==> config.mk <==
export PLATFORM = sky130hd
export DESIGN_NAME = pipe_ctrl_flat
export DESIGN_NICKNAME = d
export VERILOG_FILES = /design/src/rtl/pipe_ctrl_if.sv /design/src/rtl/pipe_ctrl.sv /design/src/flat_wrapper.sv
export SDC_FILE = /design/constraint.sdc
export NUM_CORES = 1
export LEC_CHECK = 0
export BUFFER_PORTS_ARGS = -buffer_cell sky130_fd_sc_hd__buf_2
export CAP_MARGIN = 20
export CORE_AREA = 3 3 143 145
export CTS_BUF_LIST = sky130_fd_sc_hd__clkbuf_4 sky130_fd_sc_hd__clkbuf_8
export DETAILED_ROUTE_END_ITERATION = 10
export DIE_AREA = 0 0 146 148
export SLEW_MARGIN = 20
export SYNTH_ARGS = -nofsm -noshare
export SYNTH_HDL_FRONTEND = slang
export SYNTH_SLANG_ARGS = --single-unit
==> constraint.sdc <==
create_clock -name clk -period 2 [get_ports clk]
set_clock_uncertainty 0.2 [all_clocks]
set_input_delay 0.3 -clock clk [delete_from_list [all_inputs] [get_ports clk]]
set_output_delay 0.3 -clock clk [all_outputs]
set_load 0.03 [all_outputs]
==> src/rtl/pipe_ctrl_if.sv <==
// Control bundle between the Y86-64 fetch/pipeline registers and pipe_ctrl; PIPE_CTRL_PERF_EN adds counters.
// Latency: wires only.
// Backpressure: stall/bubble outputs are the flow control for every pipeline register.
interface pipe_ctrl_if;
    logic [3:0]  f_icode;
    logic [63:0] f_valC;
    logic [63:0] f_valP;
    logic [3:0]  D_icode;
    logic [3:0]  d_srcA;
    logic [3:0]  d_srcB;
    logic [3:0]  E_icode;
    logic [3:0]  E_dstM;
    logic        e_Cnd;
    logic [3:0]  M_icode;
    logic        M_Cnd;
    logic [63:0] M_valA;
    logic [2:0]  m_stat;
    logic [3:0]  W_icode;
    logic [63:0] W_valM;
    logic [2:0]  W_stat;
    logic [63:0] pc;
    logic        F_stall;
    logic        D_stall;
    logic        W_stall;
    logic        D_bubble;
    logic        E_bubble;
    logic        M_bubble;
    logic        halted;
    logic [2:0]  cpu_stat;
`ifdef PIPE_CTRL_PERF_EN
    logic [63:0] cycle_cnt;
    logic [63:0] retire_cnt;
    logic [63:0] stall_cnt;
`endif

    modport master (
        output f_icode, f_valC, f_valP, D_icode, d_srcA, d_srcB, E_icode, E_dstM, e_Cnd,
               M_icode, M_Cnd, M_valA, m_stat, W_icode, W_valM, W_stat,
`ifdef PIPE_CTRL_PERF_EN
        input  cycle_cnt, retire_cnt, stall_cnt,
`endif
        input  pc, F_stall, D_stall, W_stall, D_bubble, E_bubble, M_bubble, halted, cpu_stat
    );

    modport slave (
        input  f_icode, f_valC, f_valP, D_icode, d_srcA, d_srcB, E_icode, E_dstM, e_Cnd,
               M_icode, M_Cnd, M_valA, m_stat, W_icode, W_valM, W_stat,
`ifdef PIPE_CTRL_PERF_EN
        output cycle_cnt, retire_cnt, stall_cnt,
`endif
        output pc, F_stall, D_stall, W_stall, D_bubble, E_bubble, M_bubble, halted, cpu_stat
    );
endinterface

==> src/rtl/pipe_ctrl.sv <==
// Y86-64 pipeline controller: fetch PC, hazard stall/bubble generation, status FSM; PIPE_CTRL_PERF_EN adds counters.
// Latency: pc and stall/bubble are combinational from registered state plus inputs; state/predPC update on posedge.
// Backpressure: load-use, ret and mispredict hazards stall or bubble stages; HALTED freezes the whole pipeline.
module pipe_ctrl #(
    parameter logic [63:0] START_PC = 64'h0
) (
    input  logic     clk,
    input  logic     rst_n,
    pipe_ctrl_if.slave pif
);
    localparam logic [3:0] I_MRMOVQ = 4'd5;
    localparam logic [3:0] I_JXX    = 4'd7;
    localparam logic [3:0] I_CALL   = 4'd8;
    localparam logic [3:0] I_RET    = 4'd9;
    localparam logic [3:0] I_POPQ   = 4'd11;
    localparam logic [3:0] I_NOP    = 4'd1;
    localparam logic [3:0] R_NONE   = 4'hF;
    localparam logic [2:0] S_AOK    = 3'd1;

    typedef enum logic [1:0] {ST_INIT, ST_RUN, ST_HALTED} state_t;

    state_t      state;
    logic [63:0] pred_pc;
    logic [2:0]  cpu_stat_q;
    logic        halted_q;

    logic load_use, ret_pend, mispred;
    logic f_stall, d_stall, w_stall, d_bubble, e_bubble, m_bubble;

    assign load_use = (pif.E_icode == I_MRMOVQ || pif.E_icode == I_POPQ) && pif.E_dstM != R_NONE &&
                      (pif.E_dstM == pif.d_srcA || pif.E_dstM == pif.d_srcB);
    assign ret_pend = pif.D_icode == I_RET || pif.E_icode == I_RET || pif.M_icode == I_RET;
    assign mispred  = pif.E_icode == I_JXX && !pif.e_Cnd;

    always_comb begin
        f_stall  = 1'b0;
        d_stall  = 1'b0;
        w_stall  = 1'b0;
        d_bubble = 1'b0;
        e_bubble = 1'b0;
        m_bubble = 1'b0;
        case (state)
            ST_INIT: begin
                f_stall  = 1'b1;
                d_bubble = 1'b1;
                e_bubble = 1'b1;
                m_bubble = 1'b1;
            end
            ST_RUN: begin
                f_stall  = load_use || ret_pend;
                // A squashed branch path must never be held; the bubble wins.
                d_stall  = load_use && !mispred;
                d_bubble = mispred || (ret_pend && !load_use);
                e_bubble = mispred || load_use;
                m_bubble = pif.m_stat != S_AOK || pif.W_stat != S_AOK;
                w_stall  = pif.W_stat != S_AOK;
            end
            default: begin
                f_stall  = 1'b1;
                d_stall  = 1'b1;
                w_stall  = 1'b1;
                e_bubble = 1'b1;
                m_bubble = 1'b1;
            end
        endcase
    end

    always_comb begin
        if (pif.M_icode == I_JXX && !pif.M_Cnd)
            pif.pc = pif.M_valA;
        else if (pif.W_icode == I_RET)
            pif.pc = pif.W_valM;
        else
            pif.pc = pred_pc;
    end

    assign pif.F_stall  = f_stall;
    assign pif.D_stall  = d_stall;
    assign pif.W_stall  = w_stall;
    assign pif.D_bubble = d_bubble;
    assign pif.E_bubble = e_bubble;
    assign pif.M_bubble = m_bubble;
    assign pif.halted   = halted_q;
    assign pif.cpu_stat = cpu_stat_q;

    always_ff @(posedge clk or negedge rst_n) begin
        if (!rst_n) begin
            state      <= ST_INIT;
            pred_pc    <= START_PC;
            cpu_stat_q <= S_AOK;
            halted_q   <= 1'b0;
        end else begin
            if (!f_stall)
                pred_pc <= (pif.f_icode == I_JXX || pif.f_icode == I_CALL) ? pif.f_valC : pif.f_valP;
            case (state)
                ST_INIT: state <= ST_RUN;
                ST_RUN: begin
                    if (pif.W_stat != S_AOK) begin
                        state      <= ST_HALTED;
                        cpu_stat_q <= pif.W_stat;
                        halted_q   <= 1'b1;
                    end
                end
                default: state <= ST_HALTED;
            endcase
        end
    end

`ifdef PIPE_CTRL_PERF_EN
    always_ff @(posedge clk or negedge rst_n) begin
        if (!rst_n) begin
            pif.cycle_cnt  <= 64'd0;
            pif.retire_cnt <= 64'd0;
            pif.stall_cnt  <= 64'd0;
        end else if (state == ST_RUN) begin
            pif.cycle_cnt <= pif.cycle_cnt + 64'd1;
            if (pif.W_icode != I_NOP && !w_stall)
                pif.retire_cnt <= pif.retire_cnt + 64'd1;
            if (f_stall)
                pif.stall_cnt <= pif.stall_cnt + 64'd1;
        end
    end
`endif
endmodule

==> src/flat_wrapper.sv <==
// flat-port wrapper written by rule: the top's interface ports become plain ports
module pipe_ctrl_flat 
#(
    parameter logic [63:0] START_PC = 64'h0
)
  (clk, rst_n, pif_f_icode, pif_f_valC, pif_f_valP, pif_D_icode, pif_d_srcA, pif_d_srcB, pif_E_icode, pif_E_dstM, pif_e_Cnd, pif_M_icode, pif_M_Cnd, pif_M_valA, pif_m_stat, pif_W_icode, pif_W_valM, pif_W_stat, pif_pc, pif_F_stall, pif_D_stall, pif_W_stall, pif_D_bubble, pif_E_bubble, pif_M_bubble, pif_halted, pif_cpu_stat);
  pipe_ctrl_if pif_i ();
  input  logic clk;
  input  logic rst_n;
  input wire logic [$bits(pif_i.f_icode)-1:0] pif_f_icode;
  input wire logic [$bits(pif_i.f_valC)-1:0] pif_f_valC;
  input wire logic [$bits(pif_i.f_valP)-1:0] pif_f_valP;
  input wire logic [$bits(pif_i.D_icode)-1:0] pif_D_icode;
  input wire logic [$bits(pif_i.d_srcA)-1:0] pif_d_srcA;
  input wire logic [$bits(pif_i.d_srcB)-1:0] pif_d_srcB;
  input wire logic [$bits(pif_i.E_icode)-1:0] pif_E_icode;
  input wire logic [$bits(pif_i.E_dstM)-1:0] pif_E_dstM;
  input wire logic [$bits(pif_i.e_Cnd)-1:0] pif_e_Cnd;
  input wire logic [$bits(pif_i.M_icode)-1:0] pif_M_icode;
  input wire logic [$bits(pif_i.M_Cnd)-1:0] pif_M_Cnd;
  input wire logic [$bits(pif_i.M_valA)-1:0] pif_M_valA;
  input wire logic [$bits(pif_i.m_stat)-1:0] pif_m_stat;
  input wire logic [$bits(pif_i.W_icode)-1:0] pif_W_icode;
  input wire logic [$bits(pif_i.W_valM)-1:0] pif_W_valM;
  input wire logic [$bits(pif_i.W_stat)-1:0] pif_W_stat;
  output wire logic [$bits(pif_i.pc)-1:0] pif_pc;
  output wire logic [$bits(pif_i.F_stall)-1:0] pif_F_stall;
  output wire logic [$bits(pif_i.D_stall)-1:0] pif_D_stall;
  output wire logic [$bits(pif_i.W_stall)-1:0] pif_W_stall;
  output wire logic [$bits(pif_i.D_bubble)-1:0] pif_D_bubble;
  output wire logic [$bits(pif_i.E_bubble)-1:0] pif_E_bubble;
  output wire logic [$bits(pif_i.M_bubble)-1:0] pif_M_bubble;
  output wire logic [$bits(pif_i.halted)-1:0] pif_halted;
  output wire logic [$bits(pif_i.cpu_stat)-1:0] pif_cpu_stat;
  assign pif_i.f_icode = pif_f_icode;
  assign pif_i.f_valC = pif_f_valC;
  assign pif_i.f_valP = pif_f_valP;
  assign pif_i.D_icode = pif_D_icode;
  assign pif_i.d_srcA = pif_d_srcA;
  assign pif_i.d_srcB = pif_d_srcB;
  assign pif_i.E_icode = pif_E_icode;
  assign pif_i.E_dstM = pif_E_dstM;
  assign pif_i.e_Cnd = pif_e_Cnd;
  assign pif_i.M_icode = pif_M_icode;
  assign pif_i.M_Cnd = pif_M_Cnd;
  assign pif_i.M_valA = pif_M_valA;
  assign pif_i.m_stat = pif_m_stat;
  assign pif_i.W_icode = pif_W_icode;
  assign pif_i.W_valM = pif_W_valM;
  assign pif_i.W_stat = pif_W_stat;
  assign pif_pc = pif_i.pc;
  assign pif_F_stall = pif_i.F_stall;
  assign pif_D_stall = pif_i.D_stall;
  assign pif_W_stall = pif_i.W_stall;
  assign pif_D_bubble = pif_i.D_bubble;
  assign pif_E_bubble = pif_i.E_bubble;
  assign pif_M_bubble = pif_i.M_bubble;
  assign pif_halted = pif_i.halted;
  assign pif_cpu_stat = pif_i.cpu_stat;
  pipe_ctrl #(.START_PC(START_PC)) u_core (.clk(clk), .rst_n(rst_n), .pif(pif_i));
endmodule
# Word-level counts from Yosys, hierarchy flattened
# Index checks and enable logic that the tools add are counted.
# Widths: inputs -> output; s select.
# word_totals
regBits,70
output_inout_bits,74
wordCells,53
# classes
n_eq_ne,17
muxes,11
n_reduce_logical,21
# op_table
cell,n
$mux 64,3
$eq 4x4->1 const B,6
$eq 4x3->1 const B,4
$logic_or 1x1->1,9
$eq 4x4->1,2
$logic_and 1x1->1,6
$ne 3x1->1 const B,2
$pmux 1 s2,3
$logic_not 1->1,4
$ne 4x4->1 const B,1
$pmux 2 s2,1
$mux 1,3
$eq 2x1->1 const B,1
$logic_not 2->1,1
$mux 2,1
$ne 2x1->1 const B,1
$reduce_and 2->1,1

# Logic depth before layout (Yosys ltp)
# depth
word_depth,8
ltp_mapped,7
mapped_depth_nobuf,5

# Worst setup path after synthesis
# Ideal clock, no wire load.
# synth_path
kind,input port to output port
start,input port pif_E_dstM[1]
end,output port pif_D_stall
arrival_ps,1763
setup_slack_ps,-263
path_stages,6
n_path_buf,2
path_cell_list,xor2_1 nor4_1 o2111ai_2 buf_2 buf_2 o21bai_1
# synth_between
elab_chain_cells,5
elab_cells_between_ends,8
classes_between,eq/ne: 3; mux: 1; reduce/logical: 4
# synth_lines
item,line,rtl
start: declaration,flat_wrapper.sv:17,input wire logic [$bits(pif_i.E_dstM)-1:0] pif_E_dstM;
$ne 4x4->1 / $eq 4x4->1 (equally long branches),"pipe_ctrl.sv:30, pipe_ctrl.sv:31",
$logic_and 1x1->1 / $logic_or 1x1->1 (equally long branches),"pipe_ctrl.sv:30, pipe_ctrl.sv:31",
$logic_and 1x1->1 *,pipe_ctrl.sv:30,assign load_use = (pif.E_icode == I_MRMOVQ || pif.E_icode == I_POPQ) && pif.E_dstM != R_NONE &&
$logic_and 1x1->1 *,pipe_ctrl.sv:52,d_stall = load_use && !mispred;
$pmux 1 s2 *,pipe_ctrl.sv:42,case (state)
end: declaration,flat_wrapper.sv:28,output wire logic [$bits(pif_i.D_stall)-1:0] pif_D_stall;
# Mark *: on every way between the ends. The rest lies on a longest branch, timed or not.

# Final worst setup path
# layout_path
start,input port pif_M_icode[3]
end,output port pif_pc[47]
# layout_between
elab_chain_cells,3
# layout_lines
item,line,rtl
start: declaration,flat_wrapper.sv:19,input wire logic [$bits(pif_i.M_icode)-1:0] pif_M_icode;
$eq 4x3->1,pipe_ctrl.sv:69,if (pif.M_icode == I_JXX && !pif.M_Cnd)
$logic_and 1x1->1,pipe_ctrl.sv:69,
$mux 64,pipe_ctrl.sv:69,
end: declaration,flat_wrapper.sv:26,output wire logic [$bits(pif_i.pc)-1:0] pif_pc;
# Every way passes these cells.

==> key figures <==
Outcome
  – Outcome: finished, violations left
  – Violations in the final reports: setup timing

Detailed routing
  – Vias/cell: around 4.6
  – Total via count after detailed routing: between 5,000 and 6,000
  – Total detailed-routing wirelength: 19.8 mm
  – Detailed-router iteration count before antenna repair: 4
  – Iteration-0 DRC Markers: about 160
  – Remaining design rule violation count: 0
  – Antenna-violating nets left: 0
  – Routed wirelength normalized by instance count: roughly 16 um

Worst setup path
  – Delay-heaviest family, CP: buffers and inverters
  – Launching element type of the critical path: input pin
  – Library cell contributing the largest single delay on the critical path: sky130_fd_sc_hd__nor4bb_4
  – Register-to-Register Setup Slack: around 160 ps
  – Required time at the worst-slack endpoint: roughly 1500 ps
  – List of cells traversed by the critical path: buf_2 > nor4bb_4 > buf_4 > nand2_4 > buf_12 > nor2_1 > a21oi_2 > buf_2
  – Critical path buffers and inverters: 4
  – Endpoint type of the worst setup path: output pin
  – Classification of the worst setup path: in -> out
  – Data arrival time of the critical path: around 1700 ps
  – Crit path top cell by count: sky130_fd_sc_hd__buf_2
  – Peak per-stage delay on the critical path: 290 ps
  – Largest driver fanout on the critical path: 68

Flow run
  – Number of maximum-capacitance constraint violations: 0

STA
  – Max-slew violation count: 0
  – Final Critical Period: between 2000 and 2500 ps
  – Achievable Freq: roughly 0.46 GHz
  – Count of endpoints failing setup in the final report: 69
  – Total negative slack: -8180 ps
  – Final hold vios: 0
  – Setup repair after global routing missed its margin: true
  – Final critical-path share of the clock period: 109%
  – Worst slew pin tran: ~500 ps
  – Worst setup margin: -185 ps
  – Rel. slew slack: between 60% and 70%

Placement
  – Placed insts: around 1,200
  – Placer Congestion: ~0.84
  – Count of input and output buffers: approximately 370
  – Detail Placement HPWL: 15.4 mm

Clock tree
  – Root cell of the clock tree: sky130_fd_sc_hd__clkbuf_8
  – CTS tree: done
  – Largest buffer count on any clock path: 2
  – Clock Sink Count: 70
  – Source-to-sink clock delay at the later pin of the worst-skew pair: approximately 350 ps
  – Number of clock buffers inserted by TritonCTS: 9
  – Number of levels the H-tree was split into: 3
  – Clock-pin slew on the worst setup and hold paths: 80 ps

Logic synthesis
  – Fraction of post-synthesis cell area in the top cell type by area: between 30% and 40%
  – Total nets after synthesis: approximately 850
  – Syn Inst Count: 553
  – Share of synthesized area occupied by flip-flops and latches: between 30% and 40%
  – Count of distinct cell types in the synthesized netlist: 32
  – Count leader, synth: sky130_fd_sc_hd__a21oi_1
  – Leading post-synthesis cells by cell area: sky130_fd_sc_hd__dfrtp_1 34%, sky130_fd_sc_hd__mux2i_1 26%, sky130_fd_sc_hd__a21oi_1 15%
  – Avg Cell Area, Syn: a little over 9 um2
  – Most used standard cells in the synthesized netlist: 146 x sky130_fd_sc_hd__a21oi_1, 128 x sky130_fd_sc_hd__mux2i_1, 69 x sky130_fd_sc_hd__dfrtp_1, 69 x sky130_fd_sc_hd__nor2_1, 49 x sky130_fd_sc_hd__a21oi_2
  – Netlist area before placement: roughly 0.005 mm2
  – Most used flip-flop cell after synthesis: sky130_fd_sc_hd__dfrtp_1
  – Post-synthesis cell type with the largest combined area: sky130_fd_sc_hd__dfrtp_1
  – Number of flops mapped to enable cells by yosys: 0
  – Number of synthesized register bits: 70
  – Post-synthesis async set-or-reset flop share: 100%
  – Yosys synthesis warning count: 0

Global routing
  – First-pass GRT wire length: 30.2 mm
  – Maximum number of pins on one net before global-route repair: 69
  – Vias in the first global route: between 5,000 and 6,000
  – Grt total ovfl: 0
  – Total track usage: between 15 and 20%
  – Initial antenna violation count: 1

Power and ir drop
  – Pwr dens: 713 mW/mm2
  – Worst IR Drop VDD: 0.000360 V
  – Pleak: 4.19 nW

Die
  – Die Span Y: about 150 um
  – IO Count: 372
  – Area of the core region: 0.0193 mm2
  – Overall die area: approximately 0.022 mm2
  – Cell row count: between 50 and 60
  – Initial core utilization: between 20% and 30%
  – Die X-Extent: around 150 um

Final layout
  – ANT cells: 0
  – Sequential cell area: ~0.0018 mm2
  – Final net count: around 1,200
  – Fill cell instance count of the final layout: approximately 2,000
  – Share of final-layout standard cells stronger than drive strength 1: roughly 62%
  – Final non-filler cell total: ~1,200
  – Area grow syn2layout: 67.3%
  – Combined area of the multi-input logic cells: around 0.0034 mm2

Hold path
  – Worst min-delay path category: in -> reg
==> routing by layer <==
| metal | share of wire [%] | vias up | wire length (um) | GRT usage [%] |
|---|---|---|---|---|
| met2 | 52 | 204 | 10300 | 32.1 |
| li1 | - | 2762 | - | - |
| met1 | 40 | 2576 | 7900 | 20.4 |
| met4 | 1.7 | 2 | 340 | 5.03 |
| met5 | 0.035 | - | 7 | 0 |
| met3 | 5.9 | 26 | 1170 | 3.59 |
==> layout make-up <==
| class | instances | area share [%] |
|---|---|---|
| inverters | 3 | 0.223 |
| well taps | 265 | 3.95 |
| multi-input cells | 431 | 40.9 |
| flip-flops and latches | 70 | 20.9 |
| clock buffers | 12 | 1.89 |
| repair buffers | 429 | 31.7 |
| clock inverters | 4 | 0.536 |
==> sequential cells by signal, indices dropped and copies added, names as in the netlist <==
signal / flops
u_core.pred_pc: 64
u_core.pif.cpu_stat: 3
u_core.state: 2
u_core.pif.halted: 1
==> cell families after synthesis <==
| family | share of synthesized area [%] |
|---|---|
| simple gates | 8.59 |
| flops | 34.9 |
| mux | 25.5 |
| compound gates | 24.3 |
| xor+xnor | 1.39 |
| buf+inv | 5.35 |
==> path summary, 6_finish.rpt <==
kind | start | endpoint | depth (start not counted)
hold / removal | pif_f_valC[54] | u_core.pred_pc[54]$_DFFE_PN0N_ | 3
max in group asynchronous | rst_n | u_core.pif.cpu_stat[0]$_DFFE_PN1P_ | 3
setup reg to reg | u_core.state[1]$_DFFE_PN0P_ | u_core.pred_pc[1]$_DFFE_PN0N_ | 7
setup / recovery | pif_M_icode[3] | pif_pc[47] | 8
hold reg to reg | u_core.pif.halted$_DFFE_PN0P_ | u_core.pif.halted$_DFFE_PN0P_ | 1
min in group asynchronous | rst_n | u_core.pred_pc[21]$_DFFE_PN0N_ | 2
==> worst register-to-register path, delay by kind of cell (launching register included) <==
family          cells  cell delay [ps]
compound gates      1              110
buf+inv             3              570
flops               1              380
simple gates        3              440
==> timing repair <==
item / CTS / global route
hold buffers: 2 / 0
pin swaps: 11 / 6
buffers inserted: 2 / 4
endpoints found under the hold margin: 31 / 0
endpoints found under the setup margin: 69 / 95
gates resized for setup: 66 / 30
cloned: 1 / 0
==> layout by cell type (no fill, tap or decap), types with 5 or more instances in the layout <==
| cell type | instances |
|---|---|
| sky130_fd_sc_hd__a21oi_1 | 84 |
| sky130_fd_sc_hd__buf_6 | 21 |
| sky130_fd_sc_hd__mux2i_2 | 13 |
| sky130_fd_sc_hd__xor2_1 | 7 |
| sky130_fd_sc_hd__nor2_1 | 61 |
| sky130_fd_sc_hd__buf_4 | 70 |
| sky130_fd_sc_hd__buf_12 | 9 |
| sky130_fd_sc_hd__buf_2 | 323 |
| sky130_fd_sc_hd__nor2_2 | 5 |
| sky130_fd_sc_hd__dfrtp_1 | 69 |
| sky130_fd_sc_hd__clkbuf_8 | 11 |
| sky130_fd_sc_hd__mux2i_1 | 115 |
| sky130_fd_sc_hd__a21oi_2 | 110 |
==> through the flow <==
stage	setup WS (ps)	power (W)	area (um2)	hold slack [ps]	utilization [%]
floorplan	-159	0.00370	5300	-196	-
global placement	-242	0.00461	7760	69.1	40.2
detailed placement	-214	0.00465	7760	67.0	40.2
CTS	-180	0.00602	8260	18.2	42.7
global route	-231	0.00636	8400	44.3	43.5
finish	-185	0.00599	8400	51.4	43.5
==> report_power, final <==
| group | switching, W | internal (W) | total [W] |
|---|---|---|---|
| registers | 0.000229 | 0.00176 | 0.00198 |
| logic | 0.00158 | 0.00124 | 0.00282 |
| clock network | 0.000537 | 0.000652 | 0.00119 |
| total | 0.00234 | 0.00365 | 0.00599 |
Note: power is estimated with default switching activity, not from simulation.
